File: src/rtl/uart_hash_frame_ctrl.sv
// uart_hash_frame_ctrl
// Framing controller between a UART byte stream and a hash core. Accepts a
// length-prefixed binary-safe frame (CMD, LEN big-endian, LEN payload bytes),
// streams the payload into the hash core, and replies with the digest as
// lowercase hex (optionally followed by CR LF) or raw bytes. Errors (zero
// length, RX timeout) are reported as a single byte ('E' / 'T').
// Ports:
//   clk, rst                      clock, synchronous active-high reset
//   rx_data, rx_valid             byte stream from uart_rx (always consumed)
//   tx_data, tx_data_valid,
//   tx_data_ready                 byte stream to uart_tx (valid/ready)
//   hash_start                    pulse that reinitialises the hash core
//   hash_data, hash_valid,
//   hash_last                     payload bytes to the hash core
//   hash_out, hash_done           digest (MSB first) and its valid strobe
//   busy                          controller is not idle
//   err_cmd                       pulse: unknown command byte
//   rx_drop                       pulse: byte received while replying/waiting
module uart_hash_frame_ctrl #(
    parameter int unsigned DIGEST_W    = 256,
    parameter int unsigned LEN_BYTES   = 2,
    parameter int unsigned TIMEOUT_CYC = 2_700_000,
    parameter int unsigned APPEND_CRLF = 0,
    parameter logic [7:0]  CMD_HEX     = 8'h01,
    parameter logic [7:0]  CMD_RAW     = 8'h02
) (
    input  logic                clk,
    input  logic                rst,
    input  logic [7:0]          rx_data,
    input  logic                rx_valid,
    output logic [7:0]          tx_data,
    output logic                tx_data_valid,
    input  logic                tx_data_ready,
    output logic                hash_start,
    output logic [7:0]          hash_data,
    output logic                hash_valid,
    output logic                hash_last,
    input  logic [DIGEST_W-1:0] hash_out,
    input  logic                hash_done,
    output logic                busy,
    output logic                err_cmd,
    output logic                rx_drop
);

    localparam int unsigned LW       = LEN_BYTES * 8;
    localparam int unsigned NHEX     = DIGEST_W / 4;
    localparam int unsigned NRAW     = DIGEST_W / 8;
    localparam int unsigned IW       = $clog2(NHEX + 3);
    localparam int unsigned LCW      = (LEN_BYTES > 1) ? $clog2(LEN_BYTES) : 1;
    localparam int unsigned TW       = (TIMEOUT_CYC > 0) ? $clog2(TIMEOUT_CYC + 1) : 1;
    localparam int unsigned HEX_LAST = NHEX - 1 + ((APPEND_CRLF != 0) ? 2 : 0);
    localparam int unsigned RAW_LAST = NRAW - 1;

    localparam logic [2:0] S_IDLE    = 3'd0;
    localparam logic [2:0] S_LEN     = 3'd1;
    localparam logic [2:0] S_PAYLOAD = 3'd2;
    localparam logic [2:0] S_WAIT    = 3'd3;
    localparam logic [2:0] S_SEND    = 3'd4;
    localparam logic [2:0] S_ERR     = 3'd5;

    localparam logic [7:0] ERR_ZERO = 8'h45;
    localparam logic [7:0] ERR_TMO  = 8'h54;

    logic [2:0]          state_q, state_d;
    logic                mode_hex_q, mode_hex_d;
    logic [LW-1:0]       len_q, len_d;
    logic [LCW-1:0]      len_cnt_q, len_cnt_d;
    logic [LW-1:0]       rem_q, rem_d;
    logic [TW-1:0]       tmo_q, tmo_d;
    logic [DIGEST_W-1:0] digest_q, digest_d;
    logic [IW-1:0]       idx_q, idx_d;
    logic [7:0]          tx_data_q, tx_data_d;
    logic                tx_valid_q, tx_valid_d;
    logic                hash_start_q, hash_start_d;
    logic [7:0]          hash_data_q, hash_data_d;
    logic                hash_valid_q, hash_valid_d;
    logic                hash_last_q, hash_last_d;
    logic                busy_q, busy_d;
    logic                err_cmd_q, err_cmd_d;
    logic                rx_drop_q, rx_drop_d;

    // Combinational helpers
    logic [LW-1:0]       len_full;
    logic [TW-1:0]       tmo_inc;
    logic                tmo_hit;
    logic [DIGEST_W-1:0] dig_hex, dig_raw;
    logic [3:0]          nib;
    logic [7:0]          hex_char;
    logic [7:0]          reply_byte;
    logic [IW-1:0]       last_idx;

    // State and output registers
    always_ff @(posedge clk) begin
        if (rst) begin
            state_q      <= S_IDLE;
            mode_hex_q   <= 1'b0;
            len_q        <= '0;
            len_cnt_q    <= '0;
            rem_q        <= '0;
            tmo_q        <= '0;
            digest_q     <= '0;
            idx_q        <= '0;
            tx_data_q    <= '0;
            tx_valid_q   <= 1'b0;
            hash_start_q <= 1'b0;
            hash_data_q  <= '0;
            hash_valid_q <= 1'b0;
            hash_last_q  <= 1'b0;
            busy_q       <= 1'b0;
            err_cmd_q    <= 1'b0;
            rx_drop_q    <= 1'b0;
        end else begin
            state_q      <= state_d;
            mode_hex_q   <= mode_hex_d;
            len_q        <= len_d;
            len_cnt_q    <= len_cnt_d;
            rem_q        <= rem_d;
            tmo_q        <= tmo_d;
            digest_q     <= digest_d;
            idx_q        <= idx_d;
            tx_data_q    <= tx_data_d;
            tx_valid_q   <= tx_valid_d;
            hash_start_q <= hash_start_d;
            hash_data_q  <= hash_data_d;
            hash_valid_q <= hash_valid_d;
            hash_last_q  <= hash_last_d;
            busy_q       <= busy_d;
            err_cmd_q    <= err_cmd_d;
            rx_drop_q    <= rx_drop_d;
        end
    end

    // Next-state and registered-output logic
    always_comb begin
        state_d      = state_q;
        mode_hex_d   = mode_hex_q;
        len_d        = len_q;
        len_cnt_d    = len_cnt_q;
        rem_d        = rem_q;
        tmo_d        = tmo_q;
        digest_d     = digest_q;
        idx_d        = idx_q;
        tx_data_d    = tx_data_q;
        tx_valid_d   = tx_valid_q;
        hash_start_d = 1'b0;
        hash_data_d  = hash_data_q;
        hash_valid_d = 1'b0;
        hash_last_d  = 1'b0;
        err_cmd_d    = 1'b0;
        rx_drop_d    = 1'b0;

        len_full = (len_q << 8) | LW'(rx_data);
        tmo_inc  = tmo_q + TW'(1);
        tmo_hit  = (TIMEOUT_CYC != 0) && (tmo_inc == TW'(TIMEOUT_CYC));

        // Reply byte at idx_q: shift the wanted nibble/byte to the top
        dig_hex  = digest_q << {idx_q, 2'b00};
        dig_raw  = digest_q << {idx_q, 3'b000};
        nib      = dig_hex[DIGEST_W-1 -: 4];
        hex_char = (nib < 4'd10) ? (8'h30 + {4'h0, nib}) : (8'h57 + {4'h0, nib});
        if (mode_hex_q) begin
            if (idx_q < IW'(NHEX))       reply_byte = hex_char;
            else if (idx_q == IW'(NHEX)) reply_byte = 8'h0D;
            else                         reply_byte = 8'h0A;
        end else begin
            reply_byte = dig_raw[DIGEST_W-1 -: 8];
        end
        last_idx = mode_hex_q ? IW'(HEX_LAST) : IW'(RAW_LAST);

        case (state_q)
            S_IDLE: begin
                if (rx_valid) begin
                    if (rx_data == CMD_HEX || rx_data == CMD_RAW) begin
                        mode_hex_d = (rx_data == CMD_HEX);
                        len_d      = '0;
                        len_cnt_d  = '0;
                        tmo_d      = '0;
                        state_d    = S_LEN;
                    end else begin
                        err_cmd_d = 1'b1;
                    end
                end
            end
            S_LEN: begin
                // A byte arriving on the expiry cycle wins over the timeout
                if (rx_valid) begin
                    tmo_d = '0;
                    len_d = len_full;
                    if (len_cnt_q == LCW'(LEN_BYTES - 1)) begin
                        if (len_full == '0) begin
                            tx_data_d  = ERR_ZERO;
                            tx_valid_d = 1'b1;
                            state_d    = S_ERR;
                        end else begin
                            hash_start_d = 1'b1;
                            rem_d        = len_full;
                            state_d      = S_PAYLOAD;
                        end
                    end else begin
                        len_cnt_d = len_cnt_q + LCW'(1);
                    end
                end else if (tmo_hit) begin
                    tx_data_d  = ERR_TMO;
                    tx_valid_d = 1'b1;
                    state_d    = S_ERR;
                end else begin
                    tmo_d = tmo_inc;
                end
            end
            S_PAYLOAD: begin
                if (rx_valid) begin
                    tmo_d        = '0;
                    hash_data_d  = rx_data;
                    hash_valid_d = 1'b1;
                    rem_d        = rem_q - LW'(1);
                    if (rem_q == LW'(1)) begin
                        hash_last_d = 1'b1;
                        state_d     = S_WAIT;
                    end
                end else if (tmo_hit) begin
                    tx_data_d  = ERR_TMO;
                    tx_valid_d = 1'b1;
                    state_d    = S_ERR;
                end else begin
                    tmo_d = tmo_inc;
                end
            end
            S_WAIT: begin
                rx_drop_d = rx_valid;
                if (hash_done) begin
                    digest_d = hash_out;
                    idx_d    = '0;
                    state_d  = S_SEND;
                end
            end
            S_SEND: begin
                // Load a byte while idle; tx_data then holds until accepted
                rx_drop_d = rx_valid;
                if (!tx_valid_q) begin
                    tx_data_d  = reply_byte;
                    tx_valid_d = 1'b1;
                end else if (tx_data_ready) begin
                    tx_valid_d = 1'b0;
                    if (idx_q == last_idx) state_d = S_IDLE;
                    else                   idx_d   = idx_q + IW'(1);
                end
            end
            S_ERR: begin
                rx_drop_d = rx_valid;
                if (tx_valid_q && tx_data_ready) begin
                    tx_valid_d = 1'b0;
                    state_d    = S_IDLE;
                end
            end
            default: begin
                tx_valid_d = 1'b0;
                state_d    = S_IDLE;
            end
        endcase

        busy_d = (state_d != S_IDLE);
    end

    assign tx_data       = tx_data_q;
    assign tx_data_valid = tx_valid_q;
    assign hash_start    = hash_start_q;
    assign hash_data     = hash_data_q;
    assign hash_valid    = hash_valid_q;
    assign hash_last     = hash_last_q;
    assign busy          = busy_q;
    assign err_cmd       = err_cmd_q;
    assign rx_drop       = rx_drop_q;

endmodule

File: config.mk
export PLATFORM = sky130hd
export DESIGN_NAME = uart_hash_frame_ctrl
export DESIGN_NICKNAME = d
export VERILOG_FILES = /design/src/rtl/uart_hash_frame_ctrl.sv
export SDC_FILE = /design/constraint.sdc
export NUM_CORES = 1
export LEC_CHECK = 0
export ABC_AREA = 1
export CELL_PAD_IN_SITES_DETAIL_PLACEMENT = 1
export CELL_PAD_IN_SITES_GLOBAL_PLACEMENT = 1
export CORE_UTILIZATION = 46
export CTS_BUF_LIST = sky130_fd_sc_hd__clkbuf_2
export CTS_CLUSTER_DIAMETER = 50
export CTS_CLUSTER_SIZE = 8
export DETAILED_ROUTE_END_ITERATION = 12
export DONT_BUFFER_PORTS = 1
export PLACE_DENSITY_LB_ADDON = 0.25
export SYNTH_ARGS = -nofsm -noshare
export SYNTH_HDL_FRONTEND = slang
export SYNTH_SLANG_ARGS = --single-unit
File: constraint.sdc
create_clock -name clk -period 2.88 [get_ports clk]
set_input_delay 0.288 -clock clk [delete_from_list [all_inputs] [get_ports clk]]
set_output_delay 0.288 -clock clk [all_outputs]
set_load 0.02 [all_outputs]
==> results.cfg, run 1 <==
[synthesis]
synth_cell_types = 55
synth_seq_cells = 337
syn_inst = 2771
ys_async_sr_fraction_pct = 0
seq_area_frac_synth_pct = 37.93
synthFlopType = dfxtp_1
syn_area_um2 = 17790
avgSynthCellArea_um2 = 6.419
synth-edff-count = 0
syn-num-nets = 3046
ys_warn_count = 0

[global_route]
grt_max_degree = 153
grt_overflow = 18
track_usage_pct = 73.17

[floorplanning]
initial_utilization_pct = 47.00
die_h_um = 198.6
die_x_um = 198.6
io_pins = 292
std_cell_rows = 71

[sta]
worstEpCategory = register data pin
crit_endpoint = digest_q[40]$_SDFFE_PP0P_/D

[placed_design]
gp_congestion = 0.9615
post-dp-hpwl_um = 50790
dp_slack_ps = 217.9
port_buffers = 0

[clock_tree]
numCtsBuffers = 54
cts.sinks = 337
clock_path_buffers = 3
cts_setup_buffers = 0
htree_levels = 2
cts_root_buffer = clkbuf_2

[outcome]
outcome = did not finish
haltStage = 5_1_grt
stop_error = [ERROR GRT-0232] Routing congestion too high. Check the congestion heatmap in the GUI.
[cells in the mapped netlist, drive strengths merged, types with 5 or more instances]
| master | count | area, um2 |
|---|---|---|
| o211ai | 49 | 367.9 |
| o21a | 5 | 37.54 |
| xnor2 | 7 | 68.82 |
| xor2 | 17 | 156.4 |
| a31oi | 13 | 81.33 |
| a211oi | 9 | 67.56 |
| ha | 6 | 75.07 |
| nor2 | 414 | 1610 |
| nand3 | 228 | 1154 |
| inv | 210 | 788.3 |
| dfxtp | 337 | 6746 |
| o21ai | 416 | 2082 |
| nand2 | 595 | 2253 |
| clkbuf | 130 | 488.0 |
| nand4 | 15 | 108.9 |
| nor3 | 27 | 151.4 |
| nor4 | 7 | 43.79 |
| a21oi | 195 | 987.2 |
| buf | 60 | 299.0 |
[what timing repair did]
action                                  CTS
hold buffers                            544
endpoints found under the hold margin   337
endpoints found under the setup margin    0
gates resized for setup                   0
[layer usage]
layer	track usage, %	overflow
met2	91.96	6
met3	56.34	2
met1	73.22	0
met5	20.56	0
met4	71.74	10
[stage by stage]
| stage | cells | instance area, um2 | util [%] |
|---|---|---|---|
| after CTS | 3787 | 24400 | 64.47 |
| after detailed placement | 3171 | 18470 | 48.79 |
| after global placement | 3171 | 18470 | 48.79 |
| after floorplan | 2771 | 17790 | - |
[kinds of logic after synthesis]
group	synth area share [%]
buf+inv	8.941
simple gates	30.30
xor+xnor	1.266
flops	37.93
compound gates	21.15
fa+ha+maj	0.4220
==> run 2: changes to the inputs <==
==> config.mk (replaced) <==
export PLATFORM = sky130hd
export DESIGN_NAME = uart_hash_frame_ctrl
export DESIGN_NICKNAME = d
export VERILOG_FILES = /design/src/rtl/uart_hash_frame_ctrl.sv
export SDC_FILE = /design/constraint.sdc
export NUM_CORES = 1
export LEC_CHECK = 0
export ABC_AREA = 1
export CORE_UTILIZATION = 40
export DETAILED_ROUTE_END_ITERATION = 12
export DONT_BUFFER_PORTS = 1
export PLACE_DENSITY_LB_ADDON = 0.15
export SYNTH_ARGS = -nofsm -noshare
export SYNTH_HDL_FRONTEND = slang
export SYNTH_SLANG_ARGS = --single-unit
==> results.cfg, run 2 <==
[outcome]
outcome = finished clean

[route]
drt-met1-wl_um = 32080
wl_met3_um = 4493
routed-wl-met2_um = 28870
drt_wl_total_um = 66660
drtIter0Drc = 2036
post-route-drc-count = 0
highest_layer = met4
via_count = 19230
ant_nets = 0
routedWlPerCell_um = 18.82
avgViaCountPerCell = 5.430
dr.pass1.iters = 6

[worst_setup_path]
cp-end-kind = flip-flop
crit_fanout = 12
slowest_stage = nor4_2
r2r_end = idx_q[2]
cpLargestDelayFamily = simple AND/OR/NAND/NOR gates
cp.buffers_inverters = 3
crit_path_start_kind = flip-flop
r2r-start = idx_q[1]
crit_top_cell = buf_4
critPathArrivalTime_ps = 3200
reg2reg_slack_ps = 190
worstSetupPathType = flip-flop to flip-flop
crit_path_cell_trace = buf_4 -> ha_1 -> nand2_1 -> nor4_2 -> buf_4 -> o21ai_0 -> nand2_1 -> nor2_1 -> a211oi_1 -> buf_4
slowest_delay_ps = 460
required_ps = 3390
cp.depth = 10
reg2reg_depth = 10
critPathLaunch = idx_q[1]
cp-endpoint = idx_q[2]

[clock_tree]
clkLatencyLatePin_ps = 580
cts.sinks = 337
clkSlewWorstSetupHoldPaths_ps = 60
numCtsBuffers = 40
cts_root_buffer = clkbuf_16
cts_setup_buffers = 0
cts_tree = yes
clock_path_buffers = 3
htree_levels = 2

[global_route]
antenna_found_initial = 1
track_usage_pct = 28.83
grt_pass1_vias = 17990
grt_max_degree = 153
grt_overflow = 0
grt_pass1_wl_um = 101200

[synthesis]
syn_inst = 2771
synth.top_cell.area_share_pct = 37.93
synth-edff-count = 0
avgSynthCellArea_um2 = 6.419
synth.most_common_cell = nand2_1
seq_area_frac_synth_pct = 37.93
synth_cell_types = 55
syn-num-nets = 3046
ys_warn_count = 0
synth.top_cells.by_count = 589 x nand2_1, 406 x o21ai_0, 405 x nor2_1
yosys.area.top_type = dfxtp_1
synth_area_leaders = dfxtp_1 38%, nand2_1 12%, o21ai_0 11%, nor2_1 8.5%, nand3_1 6.4%
synth_seq_cells = 337
ys_async_sr_fraction_pct = 0
syn_area_um2 = 17790
synthFlopType = dfxtp_1

[floorplanning]
initial_utilization_pct = 40.93
die_x_um = 212.9
dieArea_um2 = 45320
core-area_um2 = 43460
std_cell_rows = 76
die_h_um = 212.9
io_pins = 292

[sta]
slew_headroom_pct = 47.01
max_freq_mhz = 371.4
setup_ws_ps = 187.6
tightest_slew_ps = 794.8
grt_setup_unrepaired = false
period_share_pct = 93.49
timing.final.max_slew_violations = 0
hold_viol = 0
clock_skew_ps = 28.05
setup_viol = 0
fin_crit_ps = 2692
finalSetupTns_ps = 0

[cells_and_area]
drive_above_1_share_pct = 6.189
area_delta_synth_final_pct = 25.72
largest-register = digest_q
largest_reg_flops = 256
reg_top3 = digest_q: 256 flops, tmo_q: 22 flops, rem_q: 16 flops
diodes = 0
fill_cells = 4362
final_common_cell = nand2_1
layout_common_cells = 589 x nand2_1, 406 x o21ai_0, 403 x nor2_1, 335 x dfxtp_1, 239 x dlygate4sd3_1
final_cell_area_um2 = 22360
fin_nets = 3202

[power]
leakage_nw = 9.068
ir_drop_mv = 0.2948
power_density_nw_per_um2 = 484.5

[job]
timing.max_cap.violations = 0

[hold_path]
hp-class = primary input to flip-flop

[placed_design]
placed_area_um2 = 18500
post-dp-hpwl_um = 46680
port_buffers = 0
dp_slack_ps = 92.73
gp_congestion = 0.9402
[run 2: how the worst min path moves through the flow]
stage	end	from	slack [ps]	depth (start not counted)
6_report	digest_q[21]	hash_out[21]	20	2
5_1_grt	digest_q[104]	hash_out[104]	20	2
4_1_cts	digest_q[21]	hash_out[21]	0.5	2
3_5_place_dp	rem_q[8]	rst	370	1
3_3_place_gp	rem_q[6]	rst	360	1
2_1_floorplan	digest_q[100]	hash_out[100]	420	2
[run 2: metal layers]
layer	global-route usage [%]	up-vias
met5	0	-
met3	4.589	80
met2	43.94	709
met1	42.22	9016
li1	-	9429
met4	6.599	0
[run 2: cell families (layout without fill, tap and decap cells)]
logic type      Yosys count  count (layout)  share of synthesized area [%]
buf+inv                 404             590                          8.941
compound gates          704             704                          21.15
flops                   337             337                          37.93
fa+ha+maj                 6               6                         0.4220
simple gates           1296            1296                          30.30
xor+xnor                 24              24                          1.266
[run 2: per-stage QoR]
stage / hold WS, ps / util (%) / total power, W / std cells
2_1_floorplan: 422.9 / - / 0.004996 / 2771
3_3_place_gp: 363.2 / 42.56 / 0.005097 / 3230
3_5_place_dp: 366.3 / 42.56 / 0.005098 / 3230
4_1_cts: 0.4530 / 51.42 / 0.01091 / 3542
5_1_grt: 16.84 / 51.46 / 0.01113 / 3542
6_report: 17.33 / 51.46 / 0.01084 / 3542
[run 2: final cells by class]
class                           count  area (um2)  share of cell area [%]
Clock buffer                       56        1184                   5.293
Multi-Input combinational cell   2030        9479                   42.39
Inverter                          214       818.3                   3.659
Tap cell                          585       732.0                   3.273
Timing Repair Buffer              304        3151                   14.09
Clock inverter                     16       246.5                   1.102
Sequential cell                   337        6751                   30.19
[run 2: report_power, final]
part	total (W)	internal, W	switching, W
clock network	0.00554	0.00341	0.00213
logic	0.000590	0.000300	0.000290
registers	0.00470	0.00467	0.0000281
[run 2: what timing repair did]
| action | in CTS | in global routing |
|---|---|---|
| hold buffers | 240 | 0 |
| hold endpoints to repair | 289 | 0 |
| setup endpoints to repair | 0 | 3 |
| resized for setup | 0 | 3 |
(Power assumes the default switching activity.)
==> run 3: changes to the inputs <==
--- a/config.mk
+++ b/config.mk
@@ -10,6 +10,7 @@
 export DETAILED_ROUTE_END_ITERATION = 12
 export DONT_BUFFER_PORTS = 1
 export PLACE_DENSITY_LB_ADDON = 0.15
+export SETUP_SLACK_MARGIN = 0.15
 export SYNTH_ARGS = -nofsm -noshare
 export SYNTH_HDL_FRONTEND = slang
 export SYNTH_SLANG_ARGS = --single-unit
==> results.cfg, run 3 (synthesis gave the netlist of run 2 again) <==
[global_route]
track_usage_pct = 28.83
antenna_found_initial = 1
grt_overflow = 0
grt_pass1_wl_um = 101200
grt_pass1_vias = 17990
grt_max_degree = 153

[worst_setup_path]
slowest_stage = dfxtp_4
critPathArrivalTime_ps = 3020
crit_top_cell = nand2_1
reg2reg_depth = 20
slowest_delay_ps = 370
reg2reg_slack_ps = 350
cp-end-kind = flip-flop
crit_path_cell_trace = buf_12 -> buf_12 -> nand2_1 -> nand3_1 -> nand3_1 -> nand3_1 -> nand2_1 -> nand2_1 -> nor2_1 -> nor2_1 -> nor2_2 -> ha_1 -> inv_1 -> nor2_1 -> nand3_1 -> nand3_1 -> nand2_1 -> nand2_1 -> nand2_1 -> a21oi_1
r2r-start = idx_q[0]
worstSetupPathType = flip-flop to flip-flop
required_ps = 3370
crit_path_start_kind = flip-flop
crit_fanout = 33
r2r_end = tx_data[2]
cp.buffers_inverters = 3
cpLargestDelayFamily = simple AND/OR/NAND/NOR gates
critPathLaunch = idx_q[0]

[floorplanning]
core-area_um2 = 43460
initial_utilization_pct = 40.93
dieArea_um2 = 45320
io_pins = 292
die_h_um = 212.9
std_cell_rows = 76
die_x_um = 212.9

[sta]
timing.final.max_slew_violations = 0
period_share_pct = 87.84
clock_skew_ps = 23.92
max_freq_mhz = 395.3
setup_viol = 0
tightest_slew_ps = 759.4
grt_setup_unrepaired = true
finalSetupTns_ps = 0
fin_crit_ps = 2530
hold_viol = 0
slew_headroom_pct = 49.38

[clock_tree]
clock_path_buffers = 3
clkLatencyLatePin_ps = 580
cts_root_buffer = clkbuf_16
htree_levels = 2
cts_tree = yes
numCtsBuffers = 40
cts.sinks = 337
clkSlewWorstSetupHoldPaths_ps = 60

[route]
dr.pass1.iters = 7
routedWlPerCell_um = 18.79
via_count = 19230
drt_wl_total_um = 66720
avgViaCountPerCell = 5.416
drtIter0Drc = 2158
ant_nets = 0
post-route-drc-count = 0

[hold_path]
hold_path_depth = 2
hp-class = primary input to flip-flop
min-delay-start = hash_out[21]
holdPathEnd = digest_q[21]

[cells_and_area]
area.sequential_um2 = 6751
final_common_cell = nand2_1
area_delta_synth_final_pct = 26.46
reg_top3 = digest_q: 256 flops, tmo_q: 22 flops, rem_q: 16 flops
largest_reg_flops = 256
drive_above_1_share_pct = 6.811
multiInputGateArea_um2 = 9539
layout_common_cells = 588 x nand2_1, 406 x o21ai_0, 401 x nor2_1, 335 x dfxtp_1, 239 x dlygate4sd3_1
fin_nets = 3211
diodes = 0
fill_cells = 4353
largest-register = digest_q
final_cell_area_um2 = 22490

[power]
leakage_nw = 9.126
ir_drop_mv = 0.2952
power.internal_w = 0.008385
clockPowerShare_pct = 51.2
comb_power_share_pct = 5.5
p_seq_share_pct = 43.4
power_density_nw_per_um2 = 481.7
switching_share_pct = 22.62
p_sw_w = 0.002451

[placed_design]
post-dp-hpwl_um = 46680
gp_congestion = 0.9402
placed_area_um2 = 18500
port_buffers = 0

[job]
timing.max_cap.violations = 0

[outcome]
outcome = finished clean
[run 3: cell types whose count changed in the layout (fill, tap and decap cells not counted), moves of 2 or more]
cell     previous run  this run
xnor2_1             6         4
nor3_2              1         4
nor2_1            403       401
inv_2              15        13
nor3_1             25        22
inv_4               1         3
xnor2_2             1         3
nor2_2              4         6
buf_4              44        53
[run 3: worst max path at each step]
stage | endpoint | slack, ps | cells past startpoint
2_1_floorplan | tmo_q[17] | 600 | 15
3_3_place_gp | idx_q[5] | 110 | 11
3_5_place_dp | idx_q[2] | 90 | 10
4_1_cts | idx_q[2] | 230 | 10
5_1_grt | tx_data[2] | 90 | 20
6_report | tx_data[2] | 350 | 20
[run 3: area by class of cell]
cell class | count | area share, %
Timing Repair Buffer | 313 | 14.31
Multi-Input combinational cell | 2030 | 42.41
Inverter | 214 | 3.660
Tap cell | 585 | 3.254
Sequential cell | 337 | 30.01
Clock inverter | 16 | 1.096
Clock buffer | 56 | 5.262
[run 3: per-stage QoR]
stage / cells / setup slack [ps] / util, % / hold WS, ps / power (W)
after floorplan: 2771 / 600.0 / - / 422.9 / 0.004996
after global routing: 3551 / 90.10 / 51.76 / 16.84 / 0.01114
after detailed placement: 3230 / 92.73 / 42.56 / 366.3 / 0.005098
final: 3551 / 350.1 / 51.76 / 18.54 / 0.01084
after CTS: 3542 / 228.3 / 51.43 / 0.4530 / 0.01091
after global placement: 3230 / 114.1 / 42.56 / 363.2 / 0.005097
[run 3: power by group through the flow]
stage          Combinational, W  Sequential (W)  Clock (W)
2_1_floorplan          0.000199         0.00480          0
6_report               0.000591         0.00470    0.00554
4_1_cts                0.000578         0.00470    0.00563
3_3_place_gp           0.000291         0.00481          0
3_5_place_dp           0.000293         0.00481          0
5_1_grt                0.000634         0.00470    0.00580
[run 3: per-layer routing]
metal | vias to the layer above | part of all wire, % | GRT usage [%]
met2 | 712 | 43 | 43.99
met5 | - | 0 | 0
li1 | 9452 | - | -
met4 | 0 | 1.9 | 6.524
met1 | 8979 | 48 | 42.21
met3 | 88 | 6.9 | 4.589
[run 3: timing repair]
action,in CTS,in global routing
pin swaps,0,9
hold endpoints to repair,289,0
cloned,0,0
resized for setup,1,17
hold buffers,240,0
endpoints found under the setup margin,5,34
setup buffers,0,9
[run 3: worst register-to-register path, cell delays in order, from the launching register on]
cell	delay [ps]
dfxtp_4	370
buf_12	170
buf_12	190
nand2_1	110
nand3_1	80
nand3_1	110
nand3_1	90
nand2_1	130
nand2_1	70
nor2_1	150
nor2_1	70
nor2_2	120
ha_1	180
inv_1	40
nor2_1	120
nand3_1	90
nand3_1	80
nand2_1	50
nand2_1	50
nand2_1	50
a21oi_1	120
==> run 4: changes to the inputs <==
--- a/config.mk
+++ b/config.mk
@@ -6,9 +6,11 @@
 export NUM_CORES = 1
 export LEC_CHECK = 0
 export ABC_AREA = 1
+export CORE_MARGIN = 4
 export CORE_UTILIZATION = 40
 export DETAILED_ROUTE_END_ITERATION = 12
 export DONT_BUFFER_PORTS = 1
+export MAX_ROUTING_LAYER = met4
 export PLACE_DENSITY_LB_ADDON = 0.15
 export SETUP_SLACK_MARGIN = 0.15
 export SYNTH_ARGS = -nofsm -noshare
==> results.cfg, run 4 (synthesis gave the netlist of run 2 again) <==
[route]
avgViaCountPerCell = 5.444
ant_nets = 0
routedWlPerCell_um = 19.00
post-route-drc-count = 0
drtIter0Drc = 2024
via_count = 19190
drt_wl_total_um = 66990
dr.pass1.iters = 5

[clock_tree]
htree_levels = 2
cts_root_buffer = clkbuf_16
cts.sinks = 337
numCtsBuffers = 40
clock_path_buffers = 3
cts_tree = yes
clkLatencyLatePin_ps = 550
clkSlewWorstSetupHoldPaths_ps = 60

[floorplanning]
die_h_um = 218.9
initial_utilization_pct = 40.84
die_x_um = 218.9
core-area_um2 = 43550
io_pins = 292
std_cell_rows = 76
dieArea_um2 = 47910

[worst_setup_path]
crit_fanout = 11
reg2reg_depth = 11
cp-end-kind = flip-flop
worstSetupPathType = flip-flop to flip-flop
r2r-start = idx_q[4]
reg2reg_slack_ps = 300
crit_path_start_kind = flip-flop
critPathArrivalTime_ps = 3000
required_ps = 3300
r2r_end = tx_data[1]

[sta]
slew_headroom_pct = 35.54
grt_setup_unrepaired = true
period_share_pct = 89.62
finalSetupTns_ps = 0
setup_ws_ps = 298.8
timing.final.max_slew_violations = 0
max_freq_mhz = 387.4
hold_viol = 1
clock_skew_ps = 15.44
fin_crit_ps = 2581
setup_viol = 0
tightest_slew_ps = 966.8
worst_hold_slack_ps = -0.4035

[cells_and_area]
layout_common_cells = 586 x nand2_1, 402 x o21ai_0, 400 x nor2_1, 334 x dfxtp_1, 229 x dlygate4sd3_1
drive_above_1_share_pct = 6.295
fin_nets = 3189
area_delta_synth_final_pct = 23.97
reg_top3 = digest_q: 256 flops, tmo_q: 22 flops, rem_q: 16 flops
final_cell_area_um2 = 22050
final_common_cell = nand2_1
fill_cells = 4449
largest_reg_flops = 256
largest-register = digest_q

[global_route]
grt_use_met3_pct = 3.032
gr-usage-met2_pct = 40.71
track_usage_pct = 27.90
grt_overflow = 0
grt_pass1_wl_um = 103200
grt_pass1_vias = 18100
met1_usage_pct = 41.59
grt-busiest-layer = met1
antenna_found_initial = 0
grt_max_degree = 153

[placed_design]
placed_area_um2 = 18330
dp_slack_ps = 219.0
post-dp-hpwl_um = 47320
port_buffers = 0
gp_congestion = 0.9341

[job]
timing.max_cap.violations = 0

[power]
leakage_nw = 8.921
power_density_nw_per_um2 = 469.7
ir_drop_mv = 0.3879
p_total_w = 0.01036

[hold_path]
holdPathEnd = digest_q[25]
hp-class = primary input to flip-flop
hold_path_depth = 2
min-delay-start = hash_out[25]

[outcome]
outcome = finished with violations
violations = hold timing
-- run 4: cell count changes in the layout (fill, tap and decap cells not counted), sizes merged --
cell,delta
bufinv,-4
diode,+1
dlygate4sd3,-10
clkinv,+1
buf,-12
inv,-2
-- run 4: critical path, stage by stage (launching register included) --
cell     delay (ps)
dfxtp_1         550
nand2_1         280
inv_1           400
nand2_1         100
nand2_1          80
nor2_2           40
nor2_1          170
nor2_2           90
ha_2            320
nor2_1           40
o21ai_1         270
a31oi_1         120
-- run 4: final cells by class --
class	instances	area, um2	area share [%]
inverters	214	818.3	3.711
clock inverters	11	110.1	0.4993
flip-flops and latches	337	6753	30.62
multi-input cells	2030	9503	43.09
well taps	585	732.0	3.319
repair buffers	291	2939	13.33
clock buffers	56	1194	5.413
diodes	1	2.502	0.01135
-- run 4: layer usage --
metal,routed length (um),vias up
met1,32690,9036
met4,1271,0
met5,0,-
met3,4309,89
li1,-,9381
met2,28720,684
-- run 4: where the power goes --
| part | total, W | leakage, nW | internal, W | switching [W] |
|---|---|---|---|---|
| clock | 0.00509 | 0.644 | 0.00305 | 0.00204 |
| sequential | 0.00470 | 2.72 | 0.00467 | 0.0000295 |
| combinational | 0.000565 | 5.56 | 0.000283 | 0.000283 |
| total | 0.0104 | 8.92 | 0.00801 | 0.00235 |
-- run 4: worst max-delay path by stage --
stage	to	from	cells past startpoint	slack [ps]
after floorplan	tmo_q[17]	tmo_q[0]	15	600
after CTS	tx_data[1]	idx_q[2]	15	190
after global routing	tx_data[1]	idx_q[4]	12	120
after global placement	tx_data[1]	idx_q[4]	11	210
after detailed placement	tx_data[1]	idx_q[2]	15	220
final	tx_data[1]	idx_q[4]	11	300
-- run 4: timing repair --
item / in CTS / in global routing
setup buffers: 0 / 6
hold buffers: 230 / 0
resized for setup: 0 / 20
hold endpoints to repair: 279 / 0
endpoints found under the setup margin: 0 / 32
-- run 4: per-stage QoR --
stage               std cells  utilization, %  hold slack, ps
finish                   3525           50.63         -0.4035
CTS                      3518           50.39         0.01216
global route             3524           50.63           16.99
global placement         3221           42.08           365.5
detailed placement       3221           42.08           365.6
floorplan                2771               -           422.9
